===== config.mk =====
export PLATFORM = sky130hd
export DESIGN_NAME = dpram_reader
export DESIGN_NICKNAME = d
export VERILOG_FILES = /design/src/rtl/dpram_reader_pkg.sv /design/src/rtl/dpram_reader_rd_skid_fifo.sv /design/src/rtl/dpram_reader.sv
export SDC_FILE = /design/constraint.sdc
export NUM_CORES = 1
export LEC_CHECK = 0
export ABC_CLOCK_PERIOD_IN_PS = 9950
export CORE_MARGIN = 2
export CORE_UTILIZATION = 59
export CTS_CLUSTER_DIAMETER = 200
export DETAILED_ROUTE_END_ITERATION = 12
export PLACE_DENSITY = 0.89
export SKIP_LAST_GASP = 1
export SYNTH_ARGS = -nofsm -noshare
export SYNTH_HDL_FRONTEND = slang
export SYNTH_SLANG_ARGS = --single-unit

===== constraint.sdc =====
create_clock -name clk -period 9.95 [get_ports clk]
set_input_delay 1.4925 -clock clk [delete_from_list [all_inputs] [get_ports clk]]
set_output_delay 1.4925 -clock clk [all_outputs]
set_load 0.02 [all_outputs]

===== src/rtl/dpram_reader_pkg.sv =====
`default_nettype none
// ============================================================================
// Module   : dpram_reader_pkg
// Purpose  : Shared definitions for the dpram read-side streaming controller:
//            the clog2 helper (also used by dpram), the controller state
//            encoding and the read credit limit.
// Revision : 1.0 - initial release
// ============================================================================
package dpram_reader_pkg;

    // Ceiling log2 for sizing address buses from a power-of-two depth.
    function automatic int clog2(input int value);
        int r;
        r = 0;
        while ((1 << r) < value) begin
            r = r + 1;
        end
        return r;
    endfunction

    typedef enum logic [1:0] {
        RD_IDLE  = 2'd0,
        RD_RUN   = 2'd1,
        RD_DRAIN = 2'd2
    } rd_state_t;

    // Words issued to the dpram but not yet accepted downstream.
    localparam int RD_CREDITS = 4;

endpackage
`default_nettype wire


===== src/rtl/dpram_reader_rd_skid_fifo.sv =====
`default_nettype none
// ============================================================================
// Module   : rd_skid_fifo
// Purpose  : 4-entry synchronous FIFO holding captured read words and their
//            last tags. Simultaneous push and pop are both honoured.
// Ports    : clk, rst        - clock, synchronous active-high reset
//            push, din       - write request and data
//            pop             - read request (advances head)
//            dout            - head entry (all zero after reset)
//            full, empty     - occupancy flags
// Revision : 1.0 - initial release
// ============================================================================
module rd_skid_fifo #(
    parameter int DW = 33
) (
    input  logic          clk,
    input  logic          rst,
    input  logic          push,
    input  logic [DW-1:0] din,
    input  logic          pop,
    output logic [DW-1:0] dout,
    output logic          full,
    output logic          empty
);

    localparam int c_ENTRIES = 4;

    logic [DW-1:0] r_mem [c_ENTRIES];
    logic [1:0]    r_wr_ptr;
    logic [1:0]    r_rd_ptr;
    logic [2:0]    r_count;
    logic          w_wr;
    logic          w_rd;

    assign w_rd = pop & ~empty;
    // A write while full is accepted only when the head leaves in the same cycle.
    assign w_wr = push & (~full | w_rd);

    always_ff @(posedge clk) begin
        if (rst) begin
            r_wr_ptr <= 2'd0;
            r_rd_ptr <= 2'd0;
            r_count  <= 3'd0;
            // Cleared so the head reads as zero after reset.
            for (int i = 0; i < c_ENTRIES; i++) begin
                r_mem[i] <= '0;
            end
        end else begin
            if (w_wr) begin
                r_mem[r_wr_ptr] <= din;
                r_wr_ptr        <= r_wr_ptr + 2'd1;
            end
            if (w_rd) begin
                r_rd_ptr <= r_rd_ptr + 2'd1;
            end
            case ({w_wr, w_rd})
                2'b10:   r_count <= r_count + 3'd1;
                2'b01:   r_count <= r_count - 3'd1;
                default: r_count <= r_count;
            endcase
        end
    end

    assign dout  = r_mem[r_rd_ptr];
    assign full  = (r_count == 3'd4);
    assign empty = (r_count == 3'd0);

endmodule
`default_nettype wire


===== src/rtl/dpram_reader.sv =====
`default_nettype none
// ============================================================================
// Module   : dpram_reader
// Purpose  : Read-side streaming controller for a dpram. Takes a command
//            (start address, word count), issues reads on ren/addrb, captures
//            the registered doutb one cycle later and streams the words out on
//            a valid/ready interface with m_last on the final word. Reads are
//            credit-limited so the 4-entry buffer can never overflow.
// Ports    : clk, rst                     - clock, sync active-high reset
//            cmd_valid/ready/addr/len     - command handshake (len 0..DEPTH)
//            ren, addrb, doutb            - dpram read port
//            m_valid/ready/data/last      - output stream
//            busy                         - controller not idle
// Revision : 1.0 - initial release
// ============================================================================
module dpram_reader
    import dpram_reader_pkg::*;
#(
    parameter  int WIDTH = 32,
    parameter  int DEPTH = 1024,
    localparam int AW    = clog2(DEPTH)
) (
    input  logic             clk,
    input  logic             rst,
    input  logic             cmd_valid,
    output logic             cmd_ready,
    input  logic [AW-1:0]    cmd_addr,
    input  logic [AW:0]      cmd_len,
    output logic             ren,
    output logic [AW-1:0]    addrb,
    input  logic [WIDTH-1:0] doutb,
    output logic             m_valid,
    input  logic             m_ready,
    output logic [WIDTH-1:0] m_data,
    output logic             m_last,
    output logic             busy
);

    localparam logic [2:0]    c_CREDIT_MAX = 3'(RD_CREDITS);
    localparam logic [AW:0]   c_LEN_ONE    = (AW+1)'(1);
    localparam logic [AW-1:0] c_ADDR_ONE   = AW'(1);

    rd_state_t     r_state;
    logic [AW-1:0] r_rd_addr;
    logic [AW:0]   r_remaining;
    logic [2:0]    r_credit;
    logic          r_pend;
    logic          r_pend_last;

    logic          w_issue;
    logic          w_pop;
    logic          w_push;
    logic          w_full;
    logic          w_empty;
    logic [WIDTH:0] w_head;

    assign w_pop = m_valid & m_ready;

    // At the credit limit a read may still issue when a word leaves in the
    // same cycle, which keeps full throughput under intermittent stalls.
    assign w_issue = (r_state == RD_RUN) && (r_remaining != '0) &&
                     ((r_credit < c_CREDIT_MAX) || w_pop);

    assign ren   = w_issue;
    assign addrb = r_rd_addr;

    always_ff @(posedge clk) begin
        if (rst) begin
            r_state     <= RD_IDLE;
            r_rd_addr   <= '0;
            r_remaining <= '0;
            r_credit    <= 3'd0;
            r_pend      <= 1'b0;
            r_pend_last <= 1'b0;
        end else begin
            // doutb is valid the cycle after ren; r_pend marks that cycle.
            r_pend      <= w_issue;
            r_pend_last <= w_issue && (r_remaining == c_LEN_ONE);

            if (w_issue) begin
                r_rd_addr   <= r_rd_addr + c_ADDR_ONE;
                r_remaining <= r_remaining - c_LEN_ONE;
            end

            case ({w_issue, w_pop})
                2'b10:   r_credit <= r_credit + 3'd1;
                2'b01:   r_credit <= r_credit - 3'd1;
                default: r_credit <= r_credit;
            endcase

            case (r_state)
                RD_IDLE: begin
                    if (cmd_valid) begin
                        r_rd_addr   <= cmd_addr;
                        r_remaining <= cmd_len;
                        // A zero-length command is consumed without leaving IDLE.
                        if (cmd_len != '0) begin
                            r_state <= RD_RUN;
                        end
                    end
                end
                RD_RUN: begin
                    if (w_issue && (r_remaining == c_LEN_ONE)) begin
                        r_state <= RD_DRAIN;
                    end
                end
                RD_DRAIN: begin
                    if (w_pop && m_last) begin
                        r_state <= RD_IDLE;
                    end
                end
                default: r_state <= RD_IDLE;
            endcase
        end
    end

    // Credit accounting guarantees room; the full term only matters when a
    // pop frees the slot in the same cycle.
    assign w_push = r_pend & (~w_full | w_pop);

    rd_skid_fifo #(
        .DW (WIDTH + 1)
    ) u_buf (
        .clk   (clk),
        .rst   (rst),
        .push  (w_push),
        .din   ({r_pend_last, doutb}),
        .pop   (w_pop),
        .dout  (w_head),
        .full  (w_full),
        .empty (w_empty)
    );

    assign m_valid   = ~w_empty;
    assign m_data    = w_head[WIDTH-1:0];
    assign m_last    = w_head[WIDTH];
    assign cmd_ready = (r_state == RD_IDLE);
    assign busy      = ~cmd_ready;

endmodule
`default_nettype wire


==> impl_metrics.py <==
metrics = {
    "status": {
        "status": "complete, no violations",
    },
    "power": {
        "p_comb_share_pct": 21.9,
        "seqPwrFrac_pct": 44.5,
        "switchingPower_mw": 0.565,
        "p_per_area_nw_per_um2": 206,
        "p_total_mw": 1.91,
        "switching_share_pct": 29.6,
        "vdd.ir_drop.worst_v": 0.000154,
        "clock_power_share_pct": 33.6,
        "internal-power_mw": 1.35,
        "leakage_nw": 3.39,
    },
    "clock_network": {
        "clkSlewWorstSetupHoldPaths_ps": 70,
        "clock_latency_ps": 430,
        "cts_buffer_depth": 2,
        "cts_root_buf": "clkbuf_16",
        "ctsHoldBuffers": 0,
        "cts_max_level": 4,
        "cts_buffers": 17,
        "cts_sinks": 169,
        "cts_setup_buffers": 0,
        "cts_resized": 0,
        "cts_tree": "yes",
    },
    "final_layout": {
        "syn_to_final_growth_pct": 23.6,
        "num_antenna_cells": 0,
        "layout-drive-gt1-share_pct": 12.8,
        "final_core_util_pct": 74.2,
        "fillers": 761,
        "num-nets-final": 748,
    },
    "sta": {
        "fin_skew_ps": 16.4,
        "tns_ps": 0,
        "period_needed_ps": 5180,
        "hold_violations": 0,
        "setup_viol": 0,
        "fmax_ghz": 0.193,
        "slew_headroom_pct": 19.1,
        "maxSlewViolCount": 0,
        "tightestPinTransition_ps": 1210,
        "rsz0062_at_grt": "no",
        "period_share_pct": 52.0,
    },
    "die": {
        "die_h_um": 117,
        "rows": 41,
        "fp.dieArea_um2": 13700,
        "die_w_um": 117,
        "ios": 104,
        "initial_core_util_pct": 60.0,
        "coreArea_um2": 12500,
    },
    "setup_path": {
        "timing.rr.end": "r_credit[2]",
        "critPathKind": "in2out",
        "worst_ep_arrival_time_ps": 3680,
        "rrSetupSlack_ps": 6890,
        "crit_required_ps": 8460,
        "endpoint_kind": "output pin",
        "worstReg2RegStart": "u_buf.r_count[0]",
        "r2r_cells": 10,
        "critPathLaunchType": "primary input",
        "crit_fanout": 8,
    },
    "synthesis": {
        "synth_area_leaders": "edfxtp_1 53%, mux4_2 9.9%, dfxtp_1 9.9%",
        "synth_top_area_share_pct": 52.7,
        "synthTopCellsByCount": "132 x edfxtp_1, 100 x nor2_1, 48 x inv_1",
        "syn-num-nets": 652,
        "synth.most_common_cell": "edfxtp_1",
        "synth_top_area_cell": "edfxtp_1",
        "synth_area_um2": 7520,
        "seq_area_frac_synth_pct": 62.6,
        "synthArstFlopShare_pct": 0,
        "yosysUniqueCellTypes": 49,
        "synthFlopType": "edfxtp_1",
        "ys_seq_elements": 169,
        "syn-instance-count": 588,
        "synth_edf_count": 132,
        "yosysWarnings": 0,
        "synth.avg_cell_area_um2": 12.8,
    },
    "global_routing": {
        "grt-ovfl-total": 0,
        "grt_max_degree": 41,
        "antenna_found_initial": 0,
        "grtUsageTotal_pct": 25.2,
        "grt_pass1_wl_mm": 25.4,
        "grt_pass1_vias": 5223,
    },
    "place": {
        "dp_hpwl_mm": 10.0,
        "place.gp.congestion": 0.859,
        "portBuffers": 103,
    },
    "routing": {
        "final_antenna_net_count": 0,
        "drt-total-wl_mm": 16.3,
        "viasPerCell": 5.76,
        "vias": 5006,
        "drc_errors": 0,
        "drt_iter0_drc": 473,
        "wl_per_cell_um": 18.8,
        "first_pass_iters": 5,
    },
    "run": {
        "cap_violations": 0,
    },
    "hold_path": {
        "min_path_cells": 1,
        "worstHoldStart": "r_state[1]",
        "whs_endpoint": "r_state[0]",
        "hp-class": "reg2reg",
    },
}
==> power groups by stage <==
stage	combinational, mW	sequential (mW)	clock [mW]
floorplan	0.269	0.853	0
global placement	0.409	0.861	0
detailed placement	0.418	0.866	0
CTS	0.422	0.851	0.642
global route	0.450	0.857	0.676
finish	0.420	0.851	0.642
==> final cells by class <==
| cell class | count | area [µm²] | area share (%) |
|---|---|---|---|
| clock buffers | 17 | 425 | 4.58 |
| clock inverters | 15 | 155 | 1.67 |
| inverters | 48 | 180 | 1.94 |
| multi-input cells | 340 | 2540 | 27.3 |
| flip-flops and latches | 169 | 4710 | 50.7 |
| well taps | 172 | 215 | 2.32 |
| repair buffers | 108 | 1070 | 11.5 |
==> per-layer routing <==
metal	share of wire [%]	global-route usage (%)	wire, µm
met1	38	29.1	6200
met2	53	44.9	8610
met3	8.0	6.64	1310
met4	1.4	10.1	225
met5	0	0	0
==> through the flow <==
step                area, µm²  cells  hold WS (ps)  setup WS (ps)
finish                   9290    869           504           4770
global route             9290    869           540           4660
CTS                      9290    869           503           4770
detailed placement       8710    837           490           4790
global placement         8710    837           473           4800
floorplan                7520    588           458           5500
==> cell usage in the layout (no fill, tap or decap), types with 3 or more instances in the layout <==
cell type / synthesis / final
xor2_1: 11 / 11
and2_1: 34 / 34
buf_4: 0 / 5
nor4_1: 4 / 3
inv_1: 48 / 48
a211oi_1: 15 / 15
ha_1: 5 / 5
inv_8: 0 / 5
clkdlybuf4s50_1: 0 / 103
edfxtp_1: 132 / 132
nand3_1: 7 / 7
mux4_2: 33 / 33
nor4_2: 4 / 5
xnor2_1: 13 / 13
nand2_1: 47 / 46
clkbuf_16: 0 / 17
clkinvlp_4: 0 / 3
nor2_1: 100 / 99
o21ai_0: 5 / 3
nand4_1: 6 / 6
nor3_1: 7 / 7
and3_1: 5 / 5
dfxtp_1: 37 / 35
a21oi_1: 8 / 8
clkinv_4: 0 / 3
or3_1: 4 / 4
==> sequential cells by signal, indices dropped and copies added (netlist names), named ones only <==
register	flops
u_buf.r_mem	132
r_remaining	11
addrb	10
r_credit	3
u_buf.r_count	3
r_state	2
u_buf.r_rd_ptr	2
u_buf.r_wr_ptr	2
r_pend	1
r_pend_last	1
==> worst max path at each step <==
stage | slack, ps | cells after the start | endpoint | from
CTS | 4770 | 5 | ren | m_ready
finish | 4770 | 5 | ren | m_ready
global placement | 4800 | 5 | ren | m_ready
floorplan | 5500 | 2 | u_buf.r_mem[2][0] | m_ready
global route | 4660 | 5 | ren | m_ready
detailed placement | 4790 | 5 | ren | m_ready
==> kinds of logic after synthesis <==
| logic type | count (synthesis) | synth area share (%) |
|---|---|---|
| and+or+nand+nor | 236 | 15.5 |
| buffers and inverters | 79 | 4.11 |
| DFF | 169 | 62.6 |
| muxes | 34 | 10.0 |
| AOI/OAI and AO/OA | 39 | 3.61 |
| xor gates and xnor gates | 24 | 2.80 |
| adders and majority gates | 7 | 1.37 |
==> critical path, stage by stage <==
cell             delay [ps]
clkdlybuf4s50_1         510
nor2b_1                  90
or3_1                   550
nor2_2                  350
clkdlybuf4s50_1         680
(Power assumes the default switching activity.)
